File: config.mk
export PLATFORM = sky130hd
export DESIGN_NAME = hit_address_readout
export DESIGN_NICKNAME = d
export VERILOG_FILES = /design/src/rtl/hit_address_readout_pkg.sv /design/src/rtl/hit_address_readout_lowest_set_bit_encoder.sv /design/src/rtl/hit_address_readout.sv
export SDC_FILE = /design/constraint.sdc
export NUM_CORES = 1
export LEC_CHECK = 0
export CAP_MARGIN = 20
export CELL_PAD_IN_SITES_DETAIL_PLACEMENT = 0
export CELL_PAD_IN_SITES_GLOBAL_PLACEMENT = 1
export CORE_ASPECT_RATIO = 2
export CORE_MARGIN = 2
export CORE_UTILIZATION = 45
export CTS_BUF_LIST = sky130_fd_sc_hd__clkbuf_8
export DETAILED_ROUTE_END_ITERATION = 10
export DONT_BUFFER_PORTS = 1
export PLACE_DENSITY_LB_ADDON = 0.1
export SLEW_MARGIN = 0
export SYNTH_ARGS = -nofsm -noshare
export SYNTH_HDL_FRONTEND = slang
export SYNTH_SLANG_ARGS = --single-unit
export TNS_END_PERCENT = 50
File: constraint.sdc
create_clock -name clock -period 2.28 [get_ports clock]
set_clock_uncertainty 0.2 [all_clocks]
set_input_delay 0.228 -clock clock [delete_from_list [all_inputs] [get_ports clock]]
set_output_delay 0.228 -clock clock [all_outputs]
set_load 0.02 [all_outputs]
File: src/rtl/hit_address_readout_pkg.sv
// Shared definitions for the hit-map bitmap: RAM geometry, reader FSM states
// and the {row, column} split of a hit address used by both writer and reader.
package hit_address_readout_pkg;

  localparam int WORDLENGTH     = 16;
  localparam int MEMNROWS       = 16;
  localparam int ROWINDEXBITS   = 4;
  localparam int COLINDEXBITS   = 4;
  localparam int READ_LATENCY   = 1;
  localparam int HITADDRESSBITS = ROWINDEXBITS + COLINDEXBITS;
  localparam int HITCOUNTBITS   = HITADDRESSBITS + 1;

  typedef enum logic [2:0] {
    IDLE  = 3'd0,
    ISSUE = 3'd1,
    WAIT  = 3'd2,
    SCAN  = 3'd3,
    DONE  = 3'd4
  } stateT;

  typedef struct packed {
    logic [ROWINDEXBITS-1:0] row;
    logic [COLINDEXBITS-1:0] column;
  } hitAddressT;

  function automatic hitAddressT makeHitAddress(input logic [ROWINDEXBITS-1:0] row,
                                                input logic [COLINDEXBITS-1:0] column);
    hitAddressT address;
    address.row    = row;
    address.column = column;
    return address;
  endfunction

endpackage

File: src/rtl/hit_address_readout_lowest_set_bit_encoder.sv
// Combinational priority encoder: index of the lowest set bit plus an any-set flag.
module lowest_set_bit_encoder #(
  parameter int WIDTH     = 16,
  parameter int INDEXBITS = 4
) (
  input  logic [WIDTH-1:0]     bits,
  output logic [INDEXBITS-1:0] index,
  output logic                 anySet
);

  // Walking from the top down lets the lowest set bit win the last assignment.
  always_comb begin
    index  = '0;
    anySet = 1'b0;
    for (int i = WIDTH - 1; i >= 0; i--) begin
      if (bits[i]) begin
        index  = INDEXBITS'(i);
        anySet = 1'b1;
      end
    end
  end

endmodule

File: src/rtl/hit_address_readout.sv
// Scans the hit bitmap row by row and streams the {row, bit} address of every
// set bit, lowest address first, optionally zeroing each row after it is read.
module hit_address_readout
  import hit_address_readout_pkg::*;
(
  input  logic                      clock,
  input  logic                      resetN,
  input  logic                      start,
  input  logic                      abort,
  input  logic                      clearAfterRead,
  output logic                      busy,
  output logic                      done,
  output logic [ROWINDEXBITS-1:0]   memAddress,
  input  logic [WORDLENGTH-1:0]     memData,
  output logic                      memWriteEnable,
  output logic [WORDLENGTH-1:0]     memWriteData,
  output logic [HITADDRESSBITS-1:0] outAddress,
  output logic                      outValid,
  input  logic                      outReady,
  output logic [HITCOUNTBITS-1:0]   hitCount,
  output logic [2:0]                debugState
);

  localparam int WAITBITS = (READ_LATENCY > 1) ? $clog2(READ_LATENCY) : 1;

  stateT                   state;
  logic [ROWINDEXBITS-1:0] row;
  logic [WORDLENGTH-1:0]   rowBits;
  logic                    rowHadHit;
  logic                    clearLatched;
  logic [WAITBITS-1:0]     waitCount;
  hitAddressT              outHit;
  logic                    writeBack;

  logic [WORDLENGTH-1:0]   nextRowBits;
  logic [WORDLENGTH-1:0]   clearMask;
  logic [COLINDEXBITS-1:0] nextIndex;
  logic                    nextAny;
  logic                    accept;
  logic                    lastWait;

  // Stream handshake: outAddress transfers on a rising clock edge where outValid
  // and outReady are both high; while outValid is high and outReady low, outAddress holds.
  always_comb begin
    clearMask   = WORDLENGTH'(1) << outHit.column;
    accept      = outValid && outReady;
    lastWait    = (state == WAIT) && (waitCount == '0);
    nextRowBits = rowBits;
    if (lastWait) begin
      nextRowBits = memData;
    end else if (state == SCAN && accept) begin
      nextRowBits = rowBits & ~clearMask;
    end
  end

  lowest_set_bit_encoder #(
    .WIDTH    (WORDLENGTH),
    .INDEXBITS(COLINDEXBITS)
  ) u_encoder (
    .bits  (nextRowBits),
    .index (nextIndex),
    .anySet(nextAny)
  );

  always_ff @(posedge clock or negedge resetN) begin
    if (!resetN) begin
      state        <= IDLE;
      row          <= '0;
      rowBits      <= '0;
      rowHadHit    <= 1'b0;
      clearLatched <= 1'b0;
      waitCount    <= '0;
      outHit       <= '0;
      outValid     <= 1'b0;
      writeBack    <= 1'b0;
      busy         <= 1'b0;
      done         <= 1'b0;
      hitCount     <= '0;
    end else begin
      done      <= 1'b0;
      writeBack <= 1'b0;
      if (abort && state != IDLE) begin
        state    <= IDLE;
        busy     <= 1'b0;
        outValid <= 1'b0;
      end else begin
        case (state)
          IDLE: begin
            if (start && !abort) begin
              row          <= '0;
              hitCount     <= '0;
              clearLatched <= clearAfterRead;
              busy         <= 1'b1;
              state        <= ISSUE;
            end
          end
          ISSUE: begin
            waitCount <= WAITBITS'(READ_LATENCY - 1);
            state     <= WAIT;
          end
          WAIT: begin
            if (lastWait) begin
              rowBits   <= nextRowBits;
              rowHadHit <= nextAny;
              outValid  <= nextAny;
              outHit    <= makeHitAddress(row, nextIndex);
              state     <= SCAN;
            end else begin
              waitCount <= waitCount - WAITBITS'(1);
            end
          end
          SCAN: begin
            if (rowBits == '0) begin
              if (row == ROWINDEXBITS'(MEMNROWS - 1)) begin
                done  <= 1'b1;
                state <= DONE;
              end else begin
                row   <= row + ROWINDEXBITS'(1);
                state <= ISSUE;
              end
            end else if (accept) begin
              // The empty-row cycle that follows the last accept carries the write-back.
              rowBits   <= nextRowBits;
              hitCount  <= hitCount + HITCOUNTBITS'(1);
              outValid  <= nextAny;
              outHit    <= makeHitAddress(row, nextIndex);
              writeBack <= !nextAny && clearLatched && rowHadHit;
            end
          end
          DONE: begin
            busy  <= 1'b0;
            state <= IDLE;
          end
          default: begin
            busy     <= 1'b0;
            outValid <= 1'b0;
            state    <= IDLE;
          end
        endcase
      end
    end
  end

  // An abort arriving in the write-back cycle must not zero the row.
  assign memWriteEnable = writeBack && !abort;
  assign memWriteData   = '0;
  assign memAddress     = row;
  assign outAddress     = outHit;
  assign debugState     = state;

endmodule

After elaboration in Yosys (flattened, before gate mapping)
Cells that the tools add are included.
- register bits: 47
- bits of input ports: 22
- logic and storage cells: 141
- add/subtract/negate cells: 3
- eq/ne operators: 19
- shift operators: 1
- mux-type cells: 74
- bitwise gates (word level): 4
- reduce and logical (&&, ||, !) cells: 27
- operators with widths (kind ; number):
    two-way mux 16 bit ; 5
    two-way mux 4 bit ; 19
    one-hot mux 16 bit (2 select lines) ; 1
    two-way mux 1 bit ; 31
    two-way mux 9 bit ; 3
    two-way mux 8 bit ; 3
    one-hot mux 9 bit (2 select lines) ; 1
    bitwise AND 16 bit ; 1
    zero test 16 bit ; 1
    inverter 16 bit ; 1
    one-hot mux 8 bit (2 select lines) ; 1
    left shift 1 x 4 -> 16 bit, first input constant ; 1
    two-way mux 3 bit ; 5
    AND reduction 5 bit ; 3
    inequality test 2 bit, second input constant ; 6
    one-hot mux 3 bit (4 select lines) ; 1
    AND reduction 3 bit ; 4
    adder 9 x 1 -> 9 bit, second input constant ; 1
    logical AND 1 bit ; 8
    one-hot mux 4 bit (2 select lines) ; 1
    == test 3 x 2 -> 1 bit, second input constant ; 2
    inequality test 2 x 1 -> 1 bit, second input constant ; 3
    inequality test 3 x 2 -> 1 bit, second input constant ; 2
    inequality test 3 bit, second input constant ; 2
    16 further kinds ; 22

Logic depth before layout (Yosys ltp)
- depth in word-level cells: 28
- gate-level depth with buffers: 10
- mapped depth without buffers: 6

Cells and area by module
From an unflattened synthesis, not the netlist that was laid out.
- cell total of the unflattened synthesis: 293
- area, all modules: 2924.1 um^2
- modules (own cells, without submodules) (module ; times used ; cells an instance ; area an instance (um^2)):
    hit_address_readout ; 1 ; 260 ; 2745.1
    lowest_set_bit_encoder ; 1 ; 33 ; 178.9

Least setup slack after synthesis
Ideal clock, no wire load.
- kind: reg-to-reg
- start: reg state[0] (netlist: debugState[0])
- end: reg writeBack
- library setup time: 68 ps
- arrival time: 2123 ps
- data required time: 2012 ps
- setup slack: -112 ps
- stages on the path, launching flop included: 8
- period minus slack after synthesis: 2392 ps
- path through: dfrtp_1 -> buf_2 -> or4b_1 -> buf_2 -> o311ai_1 -> nand4_1 -> and2b_1 -> and4_1
- longest elaborated chain between the ends: 27
- elaborated cells between the ends (all ways): 31
- those cells by class: 2 x eq/ne; 22 x mux; 7 x reduce/logical
- ends and longest elaborated chain (what ; line ; source):
    start, declared ; hit_address_readout.sv:26 ; stateT state;
    start signal, assigned ; hit_address_readout.sv:67 ; state <= IDLE;
    start signal, assigned ; hit_address_readout.sv:83 ; state <= IDLE;
    start signal, assigned ; hit_address_readout.sv:94 ; state <= ISSUE;
    == test 3 x 2 -> 1 bit ; hit_address_readout.sv:51, hit_address_readout.sv:87 ;
    logical AND 1 bit ; hit_address_readout.sv:51 ; end else if (state == SCAN && accept) begin
    two-way mux 16 bit ; hit_address_readout.sv:51 ;
    two-way mux 16 bit ; hit_address_readout.sv:49 ; if (lastWait) begin
    two-way mux 1 bit (16 in series) ; hit_address_readout_lowest_set_bit_encoder.sv:16 ; if (bits[i]) begin
    zero test 1 bit ; hit_address_readout.sv:127 ; writeBack <= !nextAny && clearLatched && rowHadHit;
    logical AND 1 bit (2 in series) ; hit_address_readout.sv:127 ;
    two-way mux 1 bit ; hit_address_readout.sv:121 ; end else if (accept) begin
    two-way mux 1 bit ; hit_address_readout.sv:113 ; if (rowBits == '0) begin
    two-way mux 1 bit ; hit_address_readout.sv:87 ; case (state)
    two-way mux 1 bit * ; hit_address_readout.sv:82 ; if (abort && state != IDLE) begin
    end signal, assigned ; hit_address_readout.sv:127 ;
    end, declared ; hit_address_readout.sv:33 ; logic writeBack;
Mark *: on every way between the ends. The rest lies on a longest branch, timed or not.
A chain may end at the register's enable or synchronous reset.

Worst setup path after layout
- start: reg state[2] (netlist: debugState[2])
- end: reg outHit (netlist bit outAddress[0])
- longest elaborated chain between the ends: 23
- elaborated cells between the ends (all ways): 34
- those cells by class: 5 x eq/ne; 22 x mux; 1 x bitwise; 6 x reduce/logical
- ends and longest elaborated chain (what ; line ; source):
    == test 3 x 2 -> 1 bit ; hit_address_readout.sv:51, hit_address_readout.sv:87 ;
    logical AND 1 bit ; hit_address_readout.sv:51 ;
    two-way mux 16 bit ; hit_address_readout.sv:51 ;
    two-way mux 16 bit ; hit_address_readout.sv:49 ;
    two-way mux 4 bit (16 in series) ; hit_address_readout_lowest_set_bit_encoder.sv:16 ;
    two-way mux 8 bit ; hit_address_readout.sv:121 ;
    two-way mux 8 bit ; hit_address_readout.sv:113 ;
    one-hot mux 8 bit (2 select lines) ; hit_address_readout.sv:87 ;
    end signal, assigned ; hit_address_readout.sv:106 ; outHit <= makeHitAddress(row, nextIndex);
    end signal, assigned ; hit_address_readout.sv:126 ; outHit <= makeHitAddress(row, nextIndex);
    end, declared ; hit_address_readout.sv:32 ; hitAddressT outHit;
Parallel ways exist; a longest one is shown, timed or not. The select of a mux whose other input is x is not followed.

==> metrics.md <==
| Metric | Value |
|---|---|
| RR Startpoint | `debugState[2]` |
| CP max stage delay | `around 0.46 ns` |
| Area growth syn-to-layout | `36.98%` |
| Type of the worst min-delay path | `input port to register` |
| # clock sinks | `between 40 and 50` |
| Register clock-pin slew on the reported worst setup and hold paths | `~0.11 ns` |
| H-tree depth | `2` |
| N_diodes | `0` |
| Vias in the first global route | `between 3000 and 4000` |
| Worst Hold End | `rowHadHit` |
| GRT Overall Usage | `about 29%` |
| Max-Cap Viols | `0` |
| Seq/Total Area, Yosys | `roughly 37%` |
| Nets | `approximately 490` |
| R2R Setup Slk | `-0.18 ns` |
| Yosys reg bits | `47` |
| Slowest cell on crit path | `dfrtp_2` |
| Root Driver | `clkbuf_8` |
| Most frequent cells in the layout | `buf_4 (103), dfrtp_1 (43), nand2_1 (39), nor2_1 (27), o21ai_0 (22)` |
| CTS Buffer Depth | `2` |
| Via density | `5.757` |
| Fin crit period | `about 2.5 ns` |
| Antenna violations before repair | `0` |
| Leak pwr | `1.936 nW` |
| CP Data Required Time | `2.31 ns` |
| Mapped cell area | `3157 um^2` |
| Switch share | `~41%` |
| Global route hottest layer | `met2` |
| Main flop type after synthesis | `dfrtp_1` |
| Commonest non-fill, non-tap cell in the layout | `buf_4` |
| Compound-cell area share of the yosys netlist | `about 17%` |
| IO Pins | `66` |
| Design area | `between 4000 and 5000 um^2` |
| Via count | `3195` |
| Die height | `around 120 um` |
| Post-DP Area | `about 3900 um^2` |
| Synth async-reset ratio | `100.0%` |
| Fin crit share | `107.7%` |
| Number of I/O port buffers | `0` |
| Worst Setup Start Kind | `register` |
| Area share of the largest cell type after synthesis | `between 30% and 40%` |
| CTS Buf Count | `5` |
| Initial Util | `~46%` |
| Worst VDD drop | `0.6114 mV` |
| Fraction of the mapped netlist area in adder cells | `under 10%` |
| Unrepaired setup endpoints after global routing | `true` |
| Global Route met2 Usage | `about 56%` |
| Synthesis Warnings | `0` |
| Drt wl/cell | `19.36 um` |
| Layout cells sized above 1 | `~37%` |
| # setup viols final | `5` |
| Worst R2R Path Depth | `8` |
| Antenna-violating nets left | `0` |
| Multiplexer area fraction after synthesis | `8.165%` |
| Post-Syn Instances | `~360` |
| Post-synth EDFFs | `0` |
| Die W | `63.23 um` |
| Drt drc | `0` |
| Delay-heaviest family, CP | `compound AO/OA/AOI/OAI gates` |
| Routed WL | `10740 um` |
| Reg power frac | `a little under a third` |
| Cell row count | `43` |
| Worst setup EP type | `register` |
| Status | `finished with violations` |
| M3 GR Usage | `4.766%` |
| GR Util met1 | `between 20 and 30%` |
| Largest family of logic cells by synthesized area | `simple AND/OR/NAND/NOR gates` |
| Worst path arrival time | `about 2.5 ns` |
| Die area | `between 7000 and 8000 um^2` |
| Worst reg2reg endpoint | `outAddress[0]` |
| Pre-CTS WS | `-0.3176 ns` |
| # fillers | `between 600 and 700` |
| Final worst slack | `-0.1751 ns` |
| Clk Latency, worst-skew pair | `0.33 ns` |
| Failing checks | `negative setup slack` |
| Detail Placement HPWL | `between 8000 and 9000 um` |
| Grt ovf | `0` |
| Hold WS | `about 0.025 ns` |
| Global-route wire length before repair | `between 15000 and 20000 um` |
| Logic pwr share | `between 50% and 60%` |
| Synth Area in XOR/XNOR | `under 10%` |
| Fin. Hold Viols | `0` |
| Syn avg cell area | `approximately 9 um^2` |
| TritonRoute pass-1 iters | `7` |
| Simple-gate share of the synthesized area | `26.00%` |
| Synth top area cells | `dfrtp_1 (37%), mux2_2 (5.0%), nand2_1 (4.6%)` |
| Crit Path Max Fanout | `16` |
| Synth cell types | `67` |
| CP Class | `register to register` |
| CTS tree | `done` |
| Slew Viols, Final | `0` |
| Internal | `roughly 2.4 mW` |
| PD cells | `between 900 and 1000 nW/um^2` |
| Hold Startpoint | `abort` |
| Clock power frac | `14.3%` |
| Worst Hold Path Cells | `3` |
| Largest net degree at the start of global routing | `48` |
| Fmax | `407.3 MHz` |
| Crit-path cells | `nor4b_4 > buf_12 > mux2i_2 > buf_4 > o31ai_1 > a221oi_2 > nor4_1 > o41ai_1` |
| GPL Wtd Cong | `about 0.92` |
| Psw | `roughly 1.7 mW` |
| Core footprint | `slightly below 7000 um^2` |
| 1st-iter DRT viols | `between 100 and 150` |
| Yosys top cell by area | `dfrtp_1` |
| Worst path bufs/invs | `2` |
synthesized netlist by cell type (2+ instances only):
cell type,number
dfrtp_1,47
nand2_1,39
nor2_1,28
o21ai_0,25
buf_4,17
mux2_2,14
nor3_1,14
nand4_1,12
nor4_1,12
a21oi_1,11
clkbuf_1,11
mux2i_1,10
a31oi_1,8
nand3_1,8
xor2_1,8
and2_1,7
buf_2,6
o31ai_1,6
inv_1,5
nor2b_1,4
or2_2,4
a21boi_0,3
and3_1,3
nand2b_1,3
o41ai_1,3
a21o_1,2
a22oi_1,2
a32o_1,2
and4_1,2
buf_6,2
ha_1,2
nand3b_1,2
nor4b_2,2
o2111ai_1,2
o22ai_1,2
or3_1,2
state kept, by name (all words and copies together) (netlist names), 3 cells and up:
register and flops:
memAddress 4, outAddress 8, debugState 3, hitCount 9
rowBits 16
per-layer routing:
metal  wire length, um  vias to the layer above
met5                 0                        -
met4               465                        0
met3               478                       28
met2              6182                      101
met1              3618                     1550
li1                  -                     1516
final cells by class:
cell class / instances / area [um^2] / share of cell area [%]
Sequential cell: 47 / 1181 / 27.31
Clock inverter: 3 / 27.53 / 0.6366
Inverter: 5 / 18.77 / 0.4340
Timing Repair Buffer: 117 / 959.7 / 22.19
Multi-Input combinational cell: 288 / 1956 / 45.23
Clock buffer: 5 / 68.82 / 1.591
Tap cell: 90 / 112.6 / 2.604
worst reg2reg max path: stages (launching register included):
cell      delay, ns
dfrtp_2        0.46
nor4b_4        0.35
buf_12         0.20
mux2i_2        0.27
buf_4          0.16
o31ai_1        0.08
a221oi_2       0.31
nor4_1         0.11
o41ai_1        0.23
logic make-up (layout without fill, tap and decap cells):
logic type / Yosys count / in the layout
multiplexers: 24 / 24
flip-flops: 47 / 47
adder cells (fa/ha/maj): 3 / 3
other: 1 / 16
buffers and inverters: 41 / 130
AO/OA/AOI/OAI: 83 / 83
XOR/XNOR: 9 / 9
AND/OR/NAND/NOR: 153 / 153
how the worst max path moves through the flow:
stage	from	slack, ns	cells after the start	endpoint
2_1_floorplan	debugState[0]	-0.07	9	writeBack
3_3_place_gp	debugState[2]	-0.24	8	outAddress[0]
3_5_place_dp	debugState[2]	-0.32	8	outAddress[0]
4_1_cts	debugState[0]	-0.18	7	outAddress[0]
5_1_grt	debugState[0]	-0.29	9	outAddress[0]
6_report	debugState[2]	-0.18	8	outAddress[0]
metrics by stage:
step / instances / utilization, % / total power [mW] / setup TNS [ns]
3_3_place_gp: 530 / 57.01 / 3.210 / -0.8426
5_1_grt: 555 / 62.79 / 4.273 / -1.801
3_5_place_dp: 530 / 57.01 / 3.217 / -1.049
2_1_floorplan: 376 / - / 2.278 / -0.1864
4_1_cts: 548 / 60.76 / 3.926 / -0.5761
6_report: 555 / 62.79 / 4.046 / -0.5340
power by group through the flow:
| stage | clock (mW) | combinational, mW | sequential, mW |
|---|---|---|---|
| after floorplan | 0 | 1.03 | 1.25 |
| after global placement | 0 | 1.99 | 1.22 |
| after detailed placement | 0 | 1.99 | 1.22 |
| after CTS | 0.592 | 2.13 | 1.21 |
| after global routing | 0.609 | 2.41 | 1.25 |
| final | 0.580 | 2.24 | 1.23 |
what timing repair did:
action | 4_1_cts | 5_1_grt
resized for setup | 11 | 23
endpoints found under the setup margin | 7 | 29
setup buffers | 3 | 7
pin swaps | 2 | 8
hold buffers | 7 | 0
endpoints found under the hold margin | 56 | 0
Power figures use the tool's default switching activity.
